## src/rtl/div_ctrl.sv

```systemverilog
// Multi-cycle 32-bit radix-2 restoring divider with IDLE/BUSY/DONE control and hazard stall.
// Define DIV_SIGNED_EN to honour signed_i; otherwise every divide is unsigned.
module div_ctrl (
  input  logic        clk,
  input  logic        rst,
  input  logic        start_i,
  input  logic        signed_i,
  input  logic [31:0] opa_i,
  input  logic [31:0] opb_i,
  input  logic        cancel_i,
  output logic        stall_o,
  output logic        valid_o,
  output logic [1:0]  hilowrite_o,
  output logic [63:0] result_o
);

  localparam int unsigned W  = 32;
  localparam int unsigned CW = 6;
  localparam logic [CW-1:0] LAST = CW'(W - 1);

  typedef enum logic [1:0] {IDLE = 2'd0, BUSY = 2'd1, DONE = 2'd2} state_t;

  state_t        state, state_nxt;
  logic [CW-1:0] count;
  logic [W-1:0]  quo, rem, quo_step, rem_step, q_fin, r_fin;
  logic [W:0]    den, mag_a, mag_b, shifted;
  logic [W+1:0]  diff;
  logic          accept, div_zero, ge, last_iter;
  logic          unused_bits;

  assign accept    = (state == IDLE) & start_i & ~cancel_i;
  assign div_zero  = (opb_i == '0);
  assign last_iter = (count == LAST);
  assign stall_o   = rst & (accept | (state == BUSY));

  // One restoring step: shift in the next dividend bit, subtract if it fits.
  assign shifted  = {rem, quo[W-1]};
  assign diff     = {1'b0, shifted} - {1'b0, den};
  assign ge       = ~diff[W+1];
  assign rem_step = ge ? diff[W-1:0] : shifted[W-1:0];
  assign quo_step = {quo[W-2:0], ge};

`ifdef DIV_SIGNED_EN
  logic neg_a, neg_b, neg_q, neg_r;

  assign neg_a = signed_i & opa_i[W-1];
  assign neg_b = signed_i & opb_i[W-1];
  // 33-bit magnitudes so that -2^31 negates without overflow.
  assign mag_a = neg_a ? ({(W+1){1'b0}} - {opa_i[W-1], opa_i}) : {1'b0, opa_i};
  assign mag_b = neg_b ? ({(W+1){1'b0}} - {opb_i[W-1], opb_i}) : {1'b0, opb_i};
  assign q_fin = neg_q ? (W'(0) - quo_step) : quo_step;
  assign r_fin = neg_r ? (W'(0) - rem_step) : rem_step;

  always_ff @(posedge clk or negedge rst) begin
    if (!rst) begin
      neg_q <= 1'b0;
      neg_r <= 1'b0;
    end else if (accept) begin
      neg_q <= neg_a ^ neg_b;
      neg_r <= neg_a;
    end
  end
`else
  assign mag_a = {1'b0, opa_i};
  assign mag_b = {1'b0, opb_i};
  assign q_fin = quo_step;
  assign r_fin = rem_step;
`endif

  assign unused_bits = ^{signed_i, mag_a[W], diff[W]};

  always_ff @(posedge clk or negedge rst) begin
    if (!rst) state <= IDLE;
    else      state <= state_nxt;
  end

  always_comb begin
    state_nxt = state;
    case (state)
      IDLE:    if (accept) state_nxt = div_zero ? DONE : BUSY;
      BUSY:    if (last_iter) state_nxt = DONE;
      DONE:    state_nxt = IDLE;
      default: state_nxt = IDLE;
    endcase
    if (cancel_i) state_nxt = IDLE;
  end

  // Datapath and registered result/strobes.
  always_ff @(posedge clk or negedge rst) begin
    if (!rst) begin
      count       <= '0;
      quo         <= '0;
      rem         <= '0;
      den         <= '0;
      result_o    <= '0;
      valid_o     <= 1'b0;
      hilowrite_o <= '0;
    end else begin
      valid_o     <= (state_nxt == DONE);
      hilowrite_o <= {2{state_nxt == DONE}};
      if (accept) begin
        count <= '0;
        quo   <= mag_a[W-1:0];
        rem   <= '0;
        den   <= mag_b;
        if (div_zero) result_o <= {opa_i, {W{1'b1}}};
      end else if ((state == BUSY) && !cancel_i) begin
        count <= count + CW'(1);
        quo   <= quo_step;
        rem   <= rem_step;
        if (last_iter) result_o <= {r_fin, q_fin};
      end
    end
  end

endmodule
```

## config.mk

```make
export PLATFORM = sky130hd
export DESIGN_NAME = div_ctrl
export DESIGN_NICKNAME = d
export VERILOG_FILES = /design/src/rtl/div_ctrl.sv
export SDC_FILE = /design/constraint.sdc
export NUM_CORES = 1
export LEC_CHECK = 0
export BUFFER_PORTS_ARGS = -buffer_cell sky130_fd_sc_hd__buf_2
export CAP_MARGIN = 10
export CORE_ASPECT_RATIO = 1.75
export CORE_MARGIN = 2
export CORE_UTILIZATION = 52
export CTS_CLUSTER_DIAMETER = 100
export DETAILED_ROUTE_END_ITERATION = 16
export PLACE_DENSITY_LB_ADDON = 0.2
export SKIP_LAST_GASP = 1
export SYNTH_ARGS = -nofsm -noshare
export SYNTH_HDL_FRONTEND = slang
export SYNTH_SLANG_ARGS = --single-unit
```

## constraint.sdc

```tcl
create_clock -name clk -period 2.9 [get_ports clk]
set_clock_uncertainty 0.2 [all_clocks]
set_input_delay 0.58 -clock clk [delete_from_list [all_inputs] [get_ports clk]]
set_output_delay 0.58 -clock clk [all_outputs]
set_load 0.05 [all_outputs]
```

After elaboration in Yosys (flattened, before gate mapping)
Cells that the tools add are included.
{"block": "totals", "ff_bits": 170, "inputBits": 69, "out_inout_bits": 68, "word_cells": 43}
{"block": "classes", "addsub": 2, "n_eq_ne": 4, "muxes": 16, "bitwise": 6, "n_reduce_logical": 7}
{"cell": "$mux W64", "count": 4}
{"cell": "$mux W32", "count": 5}
{"cell": "$sub A33 B32 Y34", "count": 1}
{"cell": "$logic_not A32 Y1", "count": 1}
{"cell": "$mux W6", "count": 2}
{"cell": "$mux W2", "count": 4}
{"cell": "$add A6 B1 Y6 const B", "count": 1}
{"cell": "$eq A6 B5 Y1 const B", "count": 1}
{"cell": "$pmux W2 S2", "count": 1}
{"cell": "$reduce_bool A2 Y1", "count": 2}
{"cell": "$and A1 B1 Y1", "count": 3}
{"cell": "$reduce_and A3 Y1", "count": 1}
{"cell": "$eq A2 B1 Y1 const B", "count": 1}
{"cell": "$eq A2 B2 Y1 const B", "count": 1}
{"cell": "$logic_not A2 Y1", "count": 1}
{"cell": "$ne A2 B1 Y1 const B", "count": 1}
{"cell": "$not A1 Y1", "count": 2}
{"cell": "$logic_and A1 B1 Y1", "count": 1}
{"cell": "$logic_not A1 Y1", "count": 1}
{"cell": "$or A1 B1 Y1", "count": 1}

Logic depth before layout (Yosys ltp)
Gate-level depths: netlist of run 1.
{"block": "depth", "word_depth": 7, "ltp_mapped": 14, "mapped_depth_nobuf": 13}

Worst setup path before layout of run 1
Ideal clock, no wire load.
{"block": "synth_timing", "path_kind": "reg2reg", "startpoint": "register quo[31]", "endpoint": "register result_o[58]", "setup_time_ns": 0.083, "t_arrival_ns": 2.654, "t_required_ns": 2.617, "setup_slack_ns": -0.037, "path_stages_with_launch": 14, "path_buffers": 0, "period_less_slack_ns": 2.937, "cell_sequence": "dfrtp_1 -> inv_1 -> ha_1 -> inv_1 -> fa_1 -> a21o_1 -> a221oi_4 -> o22ai_1 -> o2111ai_1 -> nand2_1 -> o21ai_0 -> nor4b_1 -> a211oi_1 -> o21ai_0"}
{"block": "synth_between", "elab_chain_cells": 5}
{"element": "from (decl)", "line": "25", "rtl": "logic [W-1:0] quo, rem, quo_step, rem_step, q_fin, r_fin;"}
{"element": "from (signal assigned)", "line": "103", "rtl": "quo <= mag_a[W-1:0];"}
{"element": "from (signal assigned)", "line": "109", "rtl": "quo <= quo_step;"}
{"element": "$sub A33 B32 Y34", "line": "38", "rtl": "assign diff = {1'b0, shifted} - {1'b0, den};"}
{"element": "$mux W32", "line": "40", "rtl": "assign rem_step = ge ? diff[W-1:0] : shifted[W-1:0];"}
{"element": "$mux W64", "line": "111", "rtl": "if (last_iter) result_o <= {r_fin, q_fin};"}
{"element": "$mux W64", "line": "107", "rtl": "end else if ((state == BUSY) && !cancel_i) begin"}
{"element": "$mux W64", "line": "101", "rtl": "if (accept) begin"}
{"element": "to (signal assigned)", "line": "106", "rtl": "if (div_zero) result_o <= {opa_i, {W{1'b1}}};"}
{"element": "to (signal assigned)", "line": "111"}
{"element": "to (decl)", "line": "14", "rtl": "output logic [63:0] result_o"}
Every way passes these cells. The select of a mux whose other input is x is not followed.
A chain may end at the register's enable or synchronous reset.

Worst setup path after layout of run 1
{"block": "layout_timing", "startpoint": "register quo[31]", "endpoint": "register rem[22]"}
{"block": "layout_between", "elab_chain_cells": 4}
{"element": "$sub A33 B32 Y34", "line": "38"}
{"element": "$mux W32", "line": "40"}
{"element": "$mux W32", "line": "107"}
{"element": "$mux W32", "line": "101"}
{"element": "to (signal assigned)", "line": "110", "rtl": "rem <= rem_step;"}
{"element": "to (decl)", "line": "25"}
Every way passes these cells. The select of a mux whose other input is x is not followed.

==> metrics.csv, run 1 <==
metric,value,unit
CP peak stage delay,0.37,ns
Clock transition at path regs,0.07,ns
Tightest Pin Transition,0.974,ns
share of cells above drive strength 1,0.369,
unrepaired setup endpoints after global routing,true,
clk buf depth,2,
synth unique cells,62,
fin worst setup slack,-0.271,ns
syn avg cell area,9.27,µm²
number of global-route vias before repair,8478,
Final Wtd Congestion,0.930,
"most used cell, CP",inv_2,
Post-CTS Hold Fix Bufs,0,
FMAX,315,MHz
R2R Path End,rem[22]$_DFFE_PN0N_,
"EDFF count, synth",0,
Hold/Removal Path Class,input pin to async pin,
die height,178,µm
H-tree levels,4,
routed wire length per instance,19.0,µm
DR vias,8644,
total grt overflow,0,
min Tclk post-route,3.17,ns
hpwl dp,17800,µm
gr usage total,0.293,
DP Worst Slack,-0.296,ns
Synth Register Bits,169,
post-route ant nets,0,
register area share after synthesis,0.470,
largest net degree at the start of global routing,170,
Ports,137,
IO buf count,135,
Core Area,16900,µm²
FP Rows,63,
clock root buffer,clkbuf_16,
CTS tree,yes,
Die Area,18400,µm²
CP startpoint kind,flop,
hold slack,0.0509,ns
Worst EP required,3.00,ns
CTS Sinks,169,
DRT Wirelength,27900,µm
first-pass GRT wire length,42100,µm
Die X,103,µm
most frequent cells in the layout,"169 x dfrtp_1, 150 x nand2_1, 134 x buf_2",
number of setup violations in the final report,63,
CP max-delay cell,dfrtp_1,
Layout Utilization,0.741,
TritonCTS buffer count,17,
CP Class,flop to flop,
First-pass DRT Iterations,5,
worst-case reg-to-reg path depth,14,
post-layout net count,1327,
power density cells,925,nW/µm²
synthesized instance count,970,
Yosys warnings,0,
R2R setup slack,-0.27,ns
Setup TNS Final,-7.03,ns
Initial Util,0.531,
Slew Limit Headroom,0.351,
Lkg Pwr,6.09,nW
status,"complete, but fails checks",
RR Startpoint,quo[31]$_DFFE_PN0N_,
Worst Path Max Fanout,4,
Skew-Pair Late Insertion Delay,0.43,ns
crit path cell chain,"inv_2, ha_4, inv_2, fa_2, a21o_1, a221oi_4, o22ai_2, o2111ai_2, nand2_2, buf_4, a21oi_4, xnor2_2, mux2i_4, a21oi_1",
"most common cell after layout, fill and taps aside",dfrtp_1,
mapped cell area,8990,µm²
CP arrival,3.27,ns
ys async rst share,1.00,
post-synth net total,1073,
failing checks,negative setup slack,
final worst-path cycle share,1.09,
area grow syn2layout,39.6,%
DR vias/cell,5.90,
Most used DFF post-synth,dfrtp_1,
final hold vios,0,
Filler cells,1165,
drt initial violations,580,
Critical Path End Type,flop,
Max Cap Viol,0,
antenna cells,0,
"Slew Viols, Final",0,
initial antenna violation count,0,
Max IR drop VDD,603,µV
DRC violations left,0,
[sequential cells by signal (all words and copies together), names as in the netlist]
| name | count |
|---|---|
| state | 2 |
| rem | 32 |
| hilowrite_o | 1 |
| count | 6 |
| result_o | 64 |
| den | 32 |
| quo | 32 |
[critical path, delay by kind of cell (launching register included)]
family / cells / cell delay (ns)
AOI/OAI and AO/OA: 6 / 1.23
xor gates and xnor gates: 1 / 0.10
adders and majority gates: 2 / 0.47
buffers and inverters: 3 / 0.30
DFF: 1 / 0.37
muxes: 1 / 0.18
and+or+nand+nor: 1 / 0.19
[worst max-delay path by stage]
stage | startpoint | slack [ns] | to
floorplan | quo[31]$_DFFE_PN0N_ | 0.002 | result_o[58]$_DFFE_PN0P_
CTS | rem[5]$_DFFE_PN0N_ | -0.16 | result_o[45]$_DFFE_PN0P_
global placement | rem[1]$_DFFE_PN0N_ | -0.25 | result_o[51]$_DFFE_PN0P_
finish | quo[31]$_DFFE_PN0N_ | -0.27 | rem[22]$_DFFE_PN0N_
detailed placement | rem[1]$_DFFE_PN0N_ | -0.30 | result_o[51]$_DFFE_PN0P_
global route | quo[31]$_DFFE_PN0N_ | -0.37 | result_o[58]$_DFFE_PN0P_
[cell usage after synthesis (5+ instances only)]
library cell	count	area share
nand2_1	153	0.064
and3_1	5	0.0035
xor2_1	12	0.012
dfrtp_1	169	0.47
nor2_1	57	0.024
or3_1	7	0.0049
o211ai_1	9	0.0075
a21oi_1	67	0.037
a211oi_1	20	0.017
nand4_1	8	0.0056
nand3_1	11	0.0061
clkbuf_1	42	0.018
a22oi_1	29	0.024
a31oi_1	14	0.0097
o21a_1	7	0.0058
buf_1	9	0.0038
a21o_1	24	0.020
nand2b_1	5	0.0035
o21ai_0	92	0.051
inv_1	43	0.018
nor4_1	10	0.0070
ha_1	33	0.046
o22a_1	32	0.031
mux2i_1	19	0.021
xnor2_1	17	0.017
nor3_1	15	0.0083
[stage by stage]
step	std cells	instance area [µm²]	power, mW
CTS	1448	12000	10.5
finish	1464	12600	11.6
detailed placement	1400	10800	7.09
floorplan	970	9020	5.43
global placement	1400	10800	7.03
global route	1464	12600	12.1
[power by group]
| group | internal (mW) | switching, mW |
|---|---|---|
| Sequential | 2.66 | 0.260 |
| Combinational | 3.12 | 3.23 |
| Clock | 1.32 | 1.03 |
[cells by family after synthesis]
family	share of synthesized area
fa+ha+maj	0.0481
simple gates	0.137
compound gates	0.239
mux	0.0262
buf+inv	0.0504
flops	0.470
xor+xnor	0.0282
[what timing repair did]
action | 4_1_cts | 5_1_grt
cloned | 1 | 2
endpoints found under the hold margin | 0 | 0
gates resized for setup | 93 | 81
setup buffers | 16 | 16
pin swaps | 53 | 52
setup endpoints to repair | 64 | 64
[layer usage]
layer | global-route usage | part of all wire | up-vias
li1 | - | - | 3975
met1 | 0.372 | 0.40 | 4217
met2 | 0.497 | 0.51 | 372
met3 | 0.0516 | 0.049 | 80
met4 | 0.106 | 0.041 | 0
met5 | 0 | 0 | -
[final cells by class]
cell class              instances  area [µm²]  share of cell area
multi-input cells             695        5130               0.409
clock inverters                14         161              0.0129
well taps                     227         284              0.0226
flip-flops and latches        169        4230               0.337
clock buffers                  18         439              0.0350
inverters                      43         161              0.0129
repair buffers                298        2140               0.171
(Power assumes the default switching activity.)
==> inputs of run 2 (changes only) <==
--- a/constraint.sdc
+++ b/constraint.sdc
@@ -4,2 +4,2 @@
 set_output_delay 0.58 -clock clk [all_outputs]
-set_load 0.05 [all_outputs]
+set_load 0.1 [all_outputs]
==> run 2 against run 1 <==
Against the previous run: first-iteration DRC count shrank 8.3%; flip-flop and latch count unchanged; die area stayed put; clock power hardly changed; combinational power is 9.6% lower; hold slack better by 0.014 ns; the run still ends with negative setup slack left; setup slack improved by 0.013 ns.
==> metrics.csv, run 2 (synthesis results as in run 1) <==
metric,value,unit,change
status,"complete, but fails checks",,
failing checks,negative setup slack,,
Lkg Pwr,5.98,nW,-1.8%
initial antenna violation count,0,,unchanged
R2R Path End,rem[6]$_DFFE_PN0N_,,
"most common cell after layout, fill and taps aside",dfrtp_1,,
DRT Wirelength,27300,µm,-2.1%
DR vias,8523,,-1.4%
DP Worst Slack,-0.334,ns,-0.0378 ns
final worst-path cycle share,1.09,,-0.00440
Setup TNS Final,-8.55,ns,-1.52 ns
clk buf depth,2,,unchanged
share of cells above drive strength 1,0.347,,-0.0225
unrepaired setup endpoints after global routing,true,,
Final Wtd Congestion,0.908,,-2.4%
Hold/Removal Path Class,input pin to async pin,,
Initial Util,0.531,,unchanged
post-layout net count,1320,,-0.53%
Max IR drop VDD,491,µV,-19%
Die Area,18400,µm²,unchanged
Worst Path Max Fanout,6,,+2
area of the multi-input gates,4930,µm²,-4.0%
total grt overflow,0,,unchanged
fin cells,1455,,-0.61%
Tightest Pin Transition,0.997,ns,+0.0231 ns
drt initial violations,532,,-8.3%
Slew Limit Headroom,0.335,,-0.0154
TritonCTS buffer count,17,,unchanged
First-pass DRT Iterations,5,,unchanged
gr usage total,0.300,,+0.00644
total power,11.0,mW,-5.0%
Filler cells,1235,,+6.0%
fin worst setup slack,-0.258,ns,+0.0128 ns
first-pass GRT wire length,42500,µm,+0.98%
DRC violations left,0,,unchanged
DR vias/cell,5.86,,-0.79%
Top delay family on crit path,compound AO/OA/AOI/OAI gates,,
Post-DP Area,10700,µm²,-0.37%
hpwl dp,17900,µm,+0.52%
final hold vios,0,,unchanged
register area,4230,µm²,unchanged
CP Class,flop to flop,,
CP peak stage delay,0.38,ns,about the same
IO buf count,135,,unchanged
FMAX,317,MHz,+0.40%
crit path cell chain,"ha_1, a21o_1, a221o_1, a21o_1, a21oi_2, nand3_2, o21a_1, buf_12, buf_4, buf_6, mux2i_4, buf_6, a211oi_2",,
Die X,103,µm,unchanged
CTS tree,yes,,
number of global-route vias before repair,8439,,-0.46%
largest net degree at the start of global routing,170,,unchanged
routed wire length per instance,18.7,µm,-1.5%
Post-CTS Hold Fix Bufs,0,,unchanged
die height,178,µm,unchanged
R2R setup slack,-0.26,ns,about the same
max FFs per register,64,,unchanged
Ports,137,,unchanged
CP startpoint kind,flop,,
Largest Register,result_o,,
CTS Sinks,169,,unchanged
placed cells,1397,,-0.21%
RR Startpoint,rem[25]$_DFFE_PN0N_,,
Max Cap Viol,0,,unchanged
area grow syn2layout,35.6,%,
Worst Path Buf+Inv,4,,+1
Layout Cell Area excl Fill,12200,µm²,-2.9%
Critical Path End Type,flop,,
power density cells,905,nW/µm²,-2.2%
Core Area,16900,µm²,unchanged
Clock transition at path regs,0.07,ns,about the same
clock root buffer,clkbuf_16,,
worst-case reg-to-reg path depth,13,,-1
Worst EP required,3.05,ns,+0.05 ns
CP arrival,3.31,ns,+0.04 ns
number of setup violations in the final report,62,,-1.6%
Skew-Pair Late Insertion Delay,0.43,ns,about the same
H-tree levels,4,,unchanged
min Tclk post-route,3.16,ns,-0.0128 ns
most frequent cells in the layout,"169 x dfrtp_1, 150 x nand2_1, 139 x buf_4",,
antenna cells,0,,unchanged
"Slew Viols, Final",0,,unchanged
CP max-delay cell,dfrtp_1,,
post-route ant nets,0,,unchanged
FP Rows,63,,unchanged
[run 2: cell count changes in the layout (fill, tap and decap cells not counted), sizes merged]
cell / previous run / this run
buf: 296 / 291
bufinv: 2 / 4
clkbuf: 20 / 22
clkinv: 4 / 3
inv: 50 / 43
[run 2: final cells by class]
cell class	instances	share of cell area
tap	227	0.0233
inverter	43	0.0132
multi-input combinational	695	0.404
clock inverter	8	0.0120
clock buffer	22	0.0373
sequential	169	0.347
timing repair buffer	291	0.163
[run 2: worst register-to-register path, delay by kind of cell, from the launching register on]
| kind | cells | cell delay, ns |
|---|---|---|
| adder cells (fa/ha/maj) | 1 | 0.32 |
| multiplexers | 1 | 0.19 |
| AND/OR/NAND/NOR | 1 | 0.12 |
| buffers and inverters | 4 | 0.54 |
| AO/OA/AOI/OAI | 6 | 1.33 |
| flip-flops | 1 | 0.38 |
[run 2: routing by layer]
layer / track usage / share of wire / up-vias
li1: - / - / 3951
met1: 0.374 / 0.39 / 4132
met2: 0.499 / 0.51 / 338
met3: 0.0528 / 0.056 / 102
met4: 0.137 / 0.049 / 0
met5: 0 / 0 / -
[run 2: per-stage QoR]
step           hold WS, ns  utilization
3_5_place_dp         0.260        0.633
3_3_place_gp         0.256        0.633
4_1_cts              0.148        0.701
5_1_grt              0.173        0.719
2_1_floorplan       0.0844            -
6_report            0.0652        0.719
[run 2: where the power goes]
group	switching (mW)	leakage, nW	internal, mW
combinational	2.98	3.47	2.76
clock	0.927	0.290	1.45
sequential	0.250	2.22	2.66
[run 2: worst max path at each step]
| stage | start | end | slack, ns | cells after the start |
|---|---|---|---|---|
| floorplan | quo[31]$_DFFE_PN0N_ | result_o[58]$_DFFE_PN0P_ | 0.002 | 13 |
| global placement | quo[31]$_DFFE_PN0N_ | result_o[58]$_DFFE_PN0P_ | -0.29 | 13 |
| detailed placement | quo[31]$_DFFE_PN0N_ | result_o[58]$_DFFE_PN0P_ | -0.33 | 13 |
| CTS | rem[3]$_DFFE_PN0N_ | result_o[32]$_DFFE_PN0P_ | -0.25 | 13 |
| global route | rem[25]$_DFFE_PN0N_ | rem[6]$_DFFE_PN0N_ | -0.36 | 13 |
| finish | rem[25]$_DFFE_PN0N_ | rem[6]$_DFFE_PN0N_ | -0.26 | 13 |
[run 2: repair_timing]
action	in CTS	in global routing
pin swaps	40	41
setup endpoints to repair	64	66
setup buffers	15	16
resized for setup	84	49
